===== config.mk =====
export PLATFORM = sky130hd
export DESIGN_NAME = prog_mem
export DESIGN_NICKNAME = d
export VERILOG_FILES = /design/src/rtl/prog_mem.sv
export SDC_FILE = /design/constraint.sdc
export NUM_CORES = 2
export LEC_CHECK = 0
export CORE_AREA = 4 4 533 535
export CTS_BUF_LIST = sky130_fd_sc_hd__clkbuf_8
export CTS_CLUSTER_SIZE = 40
export DETAILED_ROUTE_END_ITERATION = 6
export DIE_AREA = 0 0 537 539
export PLACE_DENSITY = 0.53
export SLEW_MARGIN = 40
export SYNTH_ARGS = -nofsm -noshare
export SYNTH_HDL_FRONTEND = slang
export SYNTH_SLANG_ARGS = --single-unit

===== constraint.sdc =====
create_clock -name clk -period 3.7 [get_ports clk]
set_input_delay 0.37 -clock clk [delete_from_list [all_inputs] [get_ports clk]]
set_output_delay 0.37 -clock clk [all_outputs]
set_load 0.1 [all_outputs]

===== src/rtl/prog_mem.sv =====
// prog_mem: parametrised program memory for the fetch stage.
// The debug unit streams a program in through a valid/ready load channel
// with an auto-incrementing write pointer. The IF stage then reads it with
// registered, single-cycle fetches. The block tracks the loaded length, so a
// fetch past the end, a misaligned fetch or one with stray upper address bits
// returns NOP_WORD and raises addr_err instead of returning stale contents.
module prog_mem #(
   parameter int                DATA_W    = 32,
   parameter int                ADDR_W    = 6,
   parameter int                BYTE_ADDR = 1,
   parameter logic [DATA_W-1:0] NOP_WORD  = '0
) (
   input  logic              clk,
   input  logic              rst,
   // fetch port
   input  logic              fetch_en,
   input  logic [31:0]       pc,
   output logic [DATA_W-1:0] instr,
   output logic              instr_valid,
   output logic              addr_err,
   // load channel
   input  logic              load_start,
   input  logic              load_valid,
   input  logic              load_last,
   input  logic [DATA_W-1:0] load_data,
   output logic              load_ready,
   output logic              load_done,
   output logic [ADDR_W:0]   prog_len,
   output logic              running
);

   localparam int DEPTH = 2 ** ADDR_W;
   // Bit position of the word index inside pc, and the first bit above it.
   localparam int IDX_LSB = (BYTE_ADDR != 0) ? 2 : 0;
   localparam int IDX_TOP = IDX_LSB + ADDR_W;

   typedef enum logic [1:0] {
      S_IDLE = 2'd0,
      S_LOAD = 2'd1,
      S_RUN  = 2'd2
   } state_t;

   state_t              state_q;
   logic [ADDR_W-1:0]   wr_ptr_q;
   logic [ADDR_W:0]     prog_len_q;
   logic [DATA_W-1:0]   instr_q;
   logic                instr_valid_q;
   logic                addr_err_q;
   logic                load_ready_q;
   logic                load_done_q;
   logic                running_q;

   logic [DATA_W-1:0]   mem [DEPTH];

   // Fetch address decode
   logic [ADDR_W-1:0]   fidx;
   logic                hi_nz;
   logic                misal;
   logic                beyond;
   logic                fetch_err;
   logic [DATA_W-1:0]   rd_word;

   assign fidx   = pc[IDX_LSB +: ADDR_W];
   // Any pc bit above the index field selects a word outside the array.
   assign hi_nz  = |(pc >> IDX_TOP);
   assign beyond = ({1'b0, fidx} >= prog_len_q);

   generate
      if (BYTE_ADDR != 0) begin : g_byte
         assign misal = |pc[1:0];
      end else begin : g_word
         assign misal = 1'b0;
      end
   endgenerate

   assign fetch_err = misal | hi_nz | beyond;
   assign rd_word   = mem[fidx];

   // Load handshake. load_start wins over a simultaneous word, which is dropped.
   logic xfer;
   logic wr_full;
   logic [ADDR_W:0] len_d;

   assign xfer    = (state_q == S_LOAD) & load_valid & ~load_start;
   assign wr_full = (wr_ptr_q == ADDR_W'(DEPTH - 1));
   assign len_d   = {1'b0, wr_ptr_q} + (ADDR_W + 1)'(1);

   // Program storage: not reset, prog_len alone decides which words are live.
   always_ff @(posedge clk) begin
      if (xfer) mem[wr_ptr_q] <= load_data;
   end

   // Control FSM with registered outputs: load sequencing and fetch results
   always_ff @(posedge clk or posedge rst) begin
      if (rst) begin
         state_q       <= S_IDLE;
         wr_ptr_q      <= '0;
         prog_len_q    <= '0;
         instr_q       <= NOP_WORD;
         instr_valid_q <= 1'b0;
         addr_err_q    <= 1'b0;
         load_ready_q  <= 1'b0;
         load_done_q   <= 1'b0;
         running_q     <= 1'b0;
      end else begin
         // Pulses default low. instr holds unless a fetch completes.
         load_done_q   <= 1'b0;
         instr_valid_q <= 1'b0;
         addr_err_q    <= 1'b0;
         if (load_start) begin
            // Fresh load from any state. Any fetch this cycle is dropped.
            state_q      <= S_LOAD;
            wr_ptr_q     <= '0;
            prog_len_q   <= '0;
            load_ready_q <= 1'b1;
            running_q    <= 1'b0;
         end else begin
            case (state_q)
               S_LOAD: begin
                  if (load_valid) begin
                     wr_ptr_q   <= wr_ptr_q + ADDR_W'(1);
                     prog_len_q <= len_d;
                     // Last word, or the array just filled up: start serving.
                     if (load_last || wr_full) begin
                        state_q      <= S_RUN;
                        load_ready_q <= 1'b0;
                        running_q    <= 1'b1;
                        load_done_q  <= 1'b1;
                     end
                  end
               end
               S_RUN: begin
                  if (fetch_en) begin
                     instr_valid_q <= 1'b1;
                     if (fetch_err) begin
                        instr_q    <= NOP_WORD;
                        addr_err_q <= 1'b1;
                     end else begin
                        instr_q    <= rd_word;
                     end
                  end
               end
               default: ;
            endcase
         end
      end
   end

   assign instr       = instr_q;
   assign instr_valid = instr_valid_q;
   assign addr_err    = addr_err_q;
   assign load_ready  = load_ready_q;
   assign load_done   = load_done_q;
   assign prog_len    = prog_len_q;
   assign running     = running_q;

endmodule


==> impl_metrics.csv <==
group,metric,value,unit
synth,yosysWarnings,0,
floorplan,initial_core_util,28.89,%
global_routing,grt_use_total,17.57,%
global_routing,first_global_vias,43084,
hold_path,hp-class,"in2reg",
worst_setup_path,cp-end-kind,"flip-flop",
timing,period_needed,3.206,ns
clock_tree,cts-root-buf,"clkbuf_8",
power_and_ir_drop,p_sw,10.95,mW
synth,synthSimpleGateAreaFrac,2.337,%
worst_setup_path,cp.required,4.56,ns
placed_design,place.gp.congestion,0.8023,
timing,hold_viol,0,
power_and_ir_drop,ir_drop,0.0003750,V
floorplan,die_y,539,um
synth,ys_async_sr_fraction,2.103,%
clock_tree,htreeDepth,5,
power_and_ir_drop,p_per_area,499.8,mW/mm2
layout,fin_nets,4376,
power_and_ir_drop,comb_power_share,5.4,%
synth,synth_compound_area_share,2.848,%
outcome,run_status,"finished, violations left",
synth,avgSynthCellArea,21.72,um2
power_and_ir_drop,seqPwrFrac,54.7,%
drt,via_per_inst,5.140,
timing,finalMaxSlewViolations,0,
layout,layout-area-overhead-vs-synth,18.50,%
placed_design,place_ws,0.08663,ns
synth,syn-cell-area,0.08058,mm2
timing,setup_slack,0.4939,ns
job,max_cap_viol_count,0,
global_routing,grt_max_degree,88,
drt,drtIter0Drc,5322,
synth,yosys.area.top_type,"edfxtp_1",
worst_setup_path,cp-start-kind,"input port",
synth,ys_types,65,
floorplan,design.die.area,0.2894,mm2
drt,drc_errors,2,
drt,ant_nets,0,
layout,final_area,0.09549,mm2
drt,post_drt_wl_per_cell,31.14,um
clock_tree,cts.sinks,2092,
timing,fin_skew,0.06673,ns
global_routing,grt_pass1_wl,357200,um
power_and_ir_drop,switching_share,22.94,%
synth,seq_area_frac_synth,77.69,%
drt,num_vias,42634,
power_and_ir_drop,p_clk_share,39.9,%
timing,tns,0,ns
clock_tree,cts_made_buffers,363,
synth,ys.flop_type,"edfxtp_1",
timing,finalCritPeriodShare,86.65,%
floorplan,num_io_pins,114,
timing,worst_slew_pin_slew,0.9013,ns
global_routing,antenna_found_initial,24,
placed_design,portBuffers,113,
drt,wirelength,258300,um
worst_setup_path,worst_ep_arrival_time,4.07,ns
placed_design,placed_area,0.08871,mm2
floorplan,fp.dieW,537,um
clock_tree,clk_latency,1.07,ns
synth,synth_edf_count,2048,
clock_tree,cts_tree,"built",
synth,synth_area_leaders,"edfxtp_1 (76%), mux4_2 (13%), mux2i_1 (2.2%)",
synth,muxShareOfSynthArea,15.44,%
layout,drive_above_1_share,29.38,%
power_and_ir_drop,internal_power,36.77,mW
synth,synth_top_area_share,76.32,%
placed_design,hpwl,151500,um
worst_setup_path,crit_fanout,30,
power_and_ir_drop,power,47.72,mW
synth,syn_inst,3710,
worst_setup_path,crit_type,"in2reg",
timing,rsz0062_at_grt,"false",
power_and_ir_drop,leakage,30.46,nW
timing,relSlewSlack,39.28,%
synth,synthXorXnorAreaFrac,0.05435,%
drt,first_pass_iters,7,
synth,synth_seq_cells,2092,
floorplan,core_area,0.2789,mm2
synth,syn_nets,3787,
timing,timing.fmax,311.9,MHz
floorplan,num_rows,194,
outcome,violations,"DRC",
clock_tree,clk_pin_slew,0.06,ns
global_routing,grt-ovfl-total,0,
clock_tree,cts_buffer_depth,4,
synth,synth_top_family_by_area,"multiplexers",
synth,synth-adder-area-share,0.1087,%
timing,setup_viol,0,
clock_tree,cts_setup_buffers,0,
## power groups by stage
stage	clock, mW	sequential [mW]	combinational [mW]
after CTS	19.5	26.1	2.61
after floorplan	0	26.6	1.25
after detailed placement	0	26.6	2.56
after global placement	0	26.6	2.54
after global routing	20.6	26.1	2.73
final	19.0	26.1	2.60
## critical path: stages
cell and delay [ns]:
dlygate4sd3_1 0.54, buf_6 0.39, buf_4 0.37, nor2b_1 0.49, buf_4 0.42, a22oi_1 0.13, nand3_1 0.25, nand4_1 0.11
o21ai_0 0.73, o21ai_0 0.15
## per-layer routing
metal / track usage (%) / share of wire, % / wire (um)
met5: 0 / 0.0097 / 25
met4: 4.968 / 2.5 / 6576
met3: 3.280 / 7.8 / 20260
met2: 28.21 / 48 / 124200
met1: 24.41 / 42 / 107200
## registers in the layout, indices dropped and copies added, names as in the netlist
register,flops
mem,2048
instr,32
wr_ptr_q,5
prog_len,2
addr_err,1
instr_valid,1
load_done,1
running,1
state_q,1
## placed cells by master, fill, tap and decap left out, types with 7 or more instances in the layout
master | synthesis | layout
nor2_4 | 0 | 64
mux4_2 | 460 | 460
o221ai_1 | 9 | 9
clkdlybuf4s50_1 | 0 | 31
a22o_1 | 10 | 10
clkinv_1 | 0 | 93
clkbuf_8 | 0 | 380
buf_12 | 0 | 93
and2_1 | 15 | 15
dfrtp_1 | 44 | 44
nor3_1 | 9 | 8
a211oi_1 | 27 | 27
mux2i_1 | 181 | 181
nand2b_1 | 14 | 13
nor2b_1 | 26 | 21
clkinvlp_4 | 0 | 10
a31oi_1 | 8 | 8
nand3_1 | 72 | 72
clkinv_2 | 0 | 29
or3_1 | 7 | 7
buf_2 | 63 | 45
edfxtp_1 | 2048 | 2048
buf_4 | 56 | 219
nor2_1 | 104 | 40
o211ai_1 | 13 | 13
nand2_1 | 122 | 122
o21ai_0 | 29 | 29
a21oi_1 | 61 | 61
dlygate4sd3_1 | 0 | 37
a22oi_1 | 80 | 80
ha_1 | 7 | 7
nor4_1 | 7 | 7
a311oi_1 | 7 | 7
a32oi_1 | 10 | 10
o22ai_1 | 24 | 24
nand4_1 | 12 | 12
inv_1 | 9 | 119
mux2_2 | 10 | 10
diode_2 | 0 | 7
## worst paths after layout
path	start	end	slack, ns	cells past startpoint
worst min register to register	instr[0]$_DFFE_PP0P_	instr[0]$_DFFE_PP0P_	0.56	2
worst max-delay path	pc[5]	instr[13]$_DFFE_PP0P_	0.49	10
min in group asynchronous	rst	instr[1]$_DFFE_PP0P_	0.24	3
worst min-delay path	load_last	running$_DFFE_PP0P_	0.14	3
max in group asynchronous	rst	instr[22]$_DFFE_PP0P_	2.77	4
worst max register to register	wr_ptr_q[1]$_DFFE_PP0P_	mem[10][20]$_DFFE_PP_	0.77	5
## cell type report
cell class | instances | area (um2)
antenna | 7 | 17.52
clock buffer | 380 | 5230
clock inverter | 250 | 1149
fill | 26172 | 183400
inverter | 11 | 46.29
multi-input combinational | 1401 | 17290
sequential | 2092 | 62600
tap | 3724 | 4659
timing repair buffer | 430 | 4496
## through the flow
stage / utilization, % / instances / hold WS [ns]
detailed placement: 31.81 / 7620 / 0.5551
finish: 34.24 / 8295 / 0.1397
floorplan: - / 3710 / 0.4689
global placement: 31.83 / 7619 / 0.5461
CTS: 34.23 / 8287 / 0.06069
global route: 34.23 / 8291 / 0.1046
## cells in the mapped netlist (6+ instances only)
cell type	count
mux4_1	6
mux4_2	460
buf_2	63
clkbuf_1	60
o22ai_1	24
a31oi_1	8
nor4_1	7
ha_1	7
nor2_1	104
inv_1	9
nor2b_1	26
a311oi_1	7
mux2_2	10
mux2i_1	181
edfxtp_1	2048
buf_1	10
or3_1	7
nor3_1	9
o2111ai_1	6
and2_1	15
a21oi_1	61
a32oi_1	10
dfrtp_1	44
buf_6	16
nand2b_1	14
nand2_1	122
o221ai_1	9
a211oi_1	27
o211ai_1	13
nand4_1	12
buf_4	56
o21ai_0	29
a22oi_1	80
a22o_1	10
nand3_1	72
## timing repair
item,in CTS,in global routing
resized for setup,0,0
hold buffers,37,0
hold endpoints to repair,1713,0
## kinds of logic (layout without fill, tap and decap cells)
group | Yosys count | count (layout)
other | 0 | 7
flip-flops | 2092 | 2092
multiplexers | 657 | 657
buffers and inverters | 217 | 1071
AO/OA/AOI/OAI | 327 | 327
adder cells (fa/ha/maj) | 7 | 7
AND/OR/NAND/NOR | 405 | 405
XOR/XNOR | 5 | 5
Power figures use the tool's default switching activity.
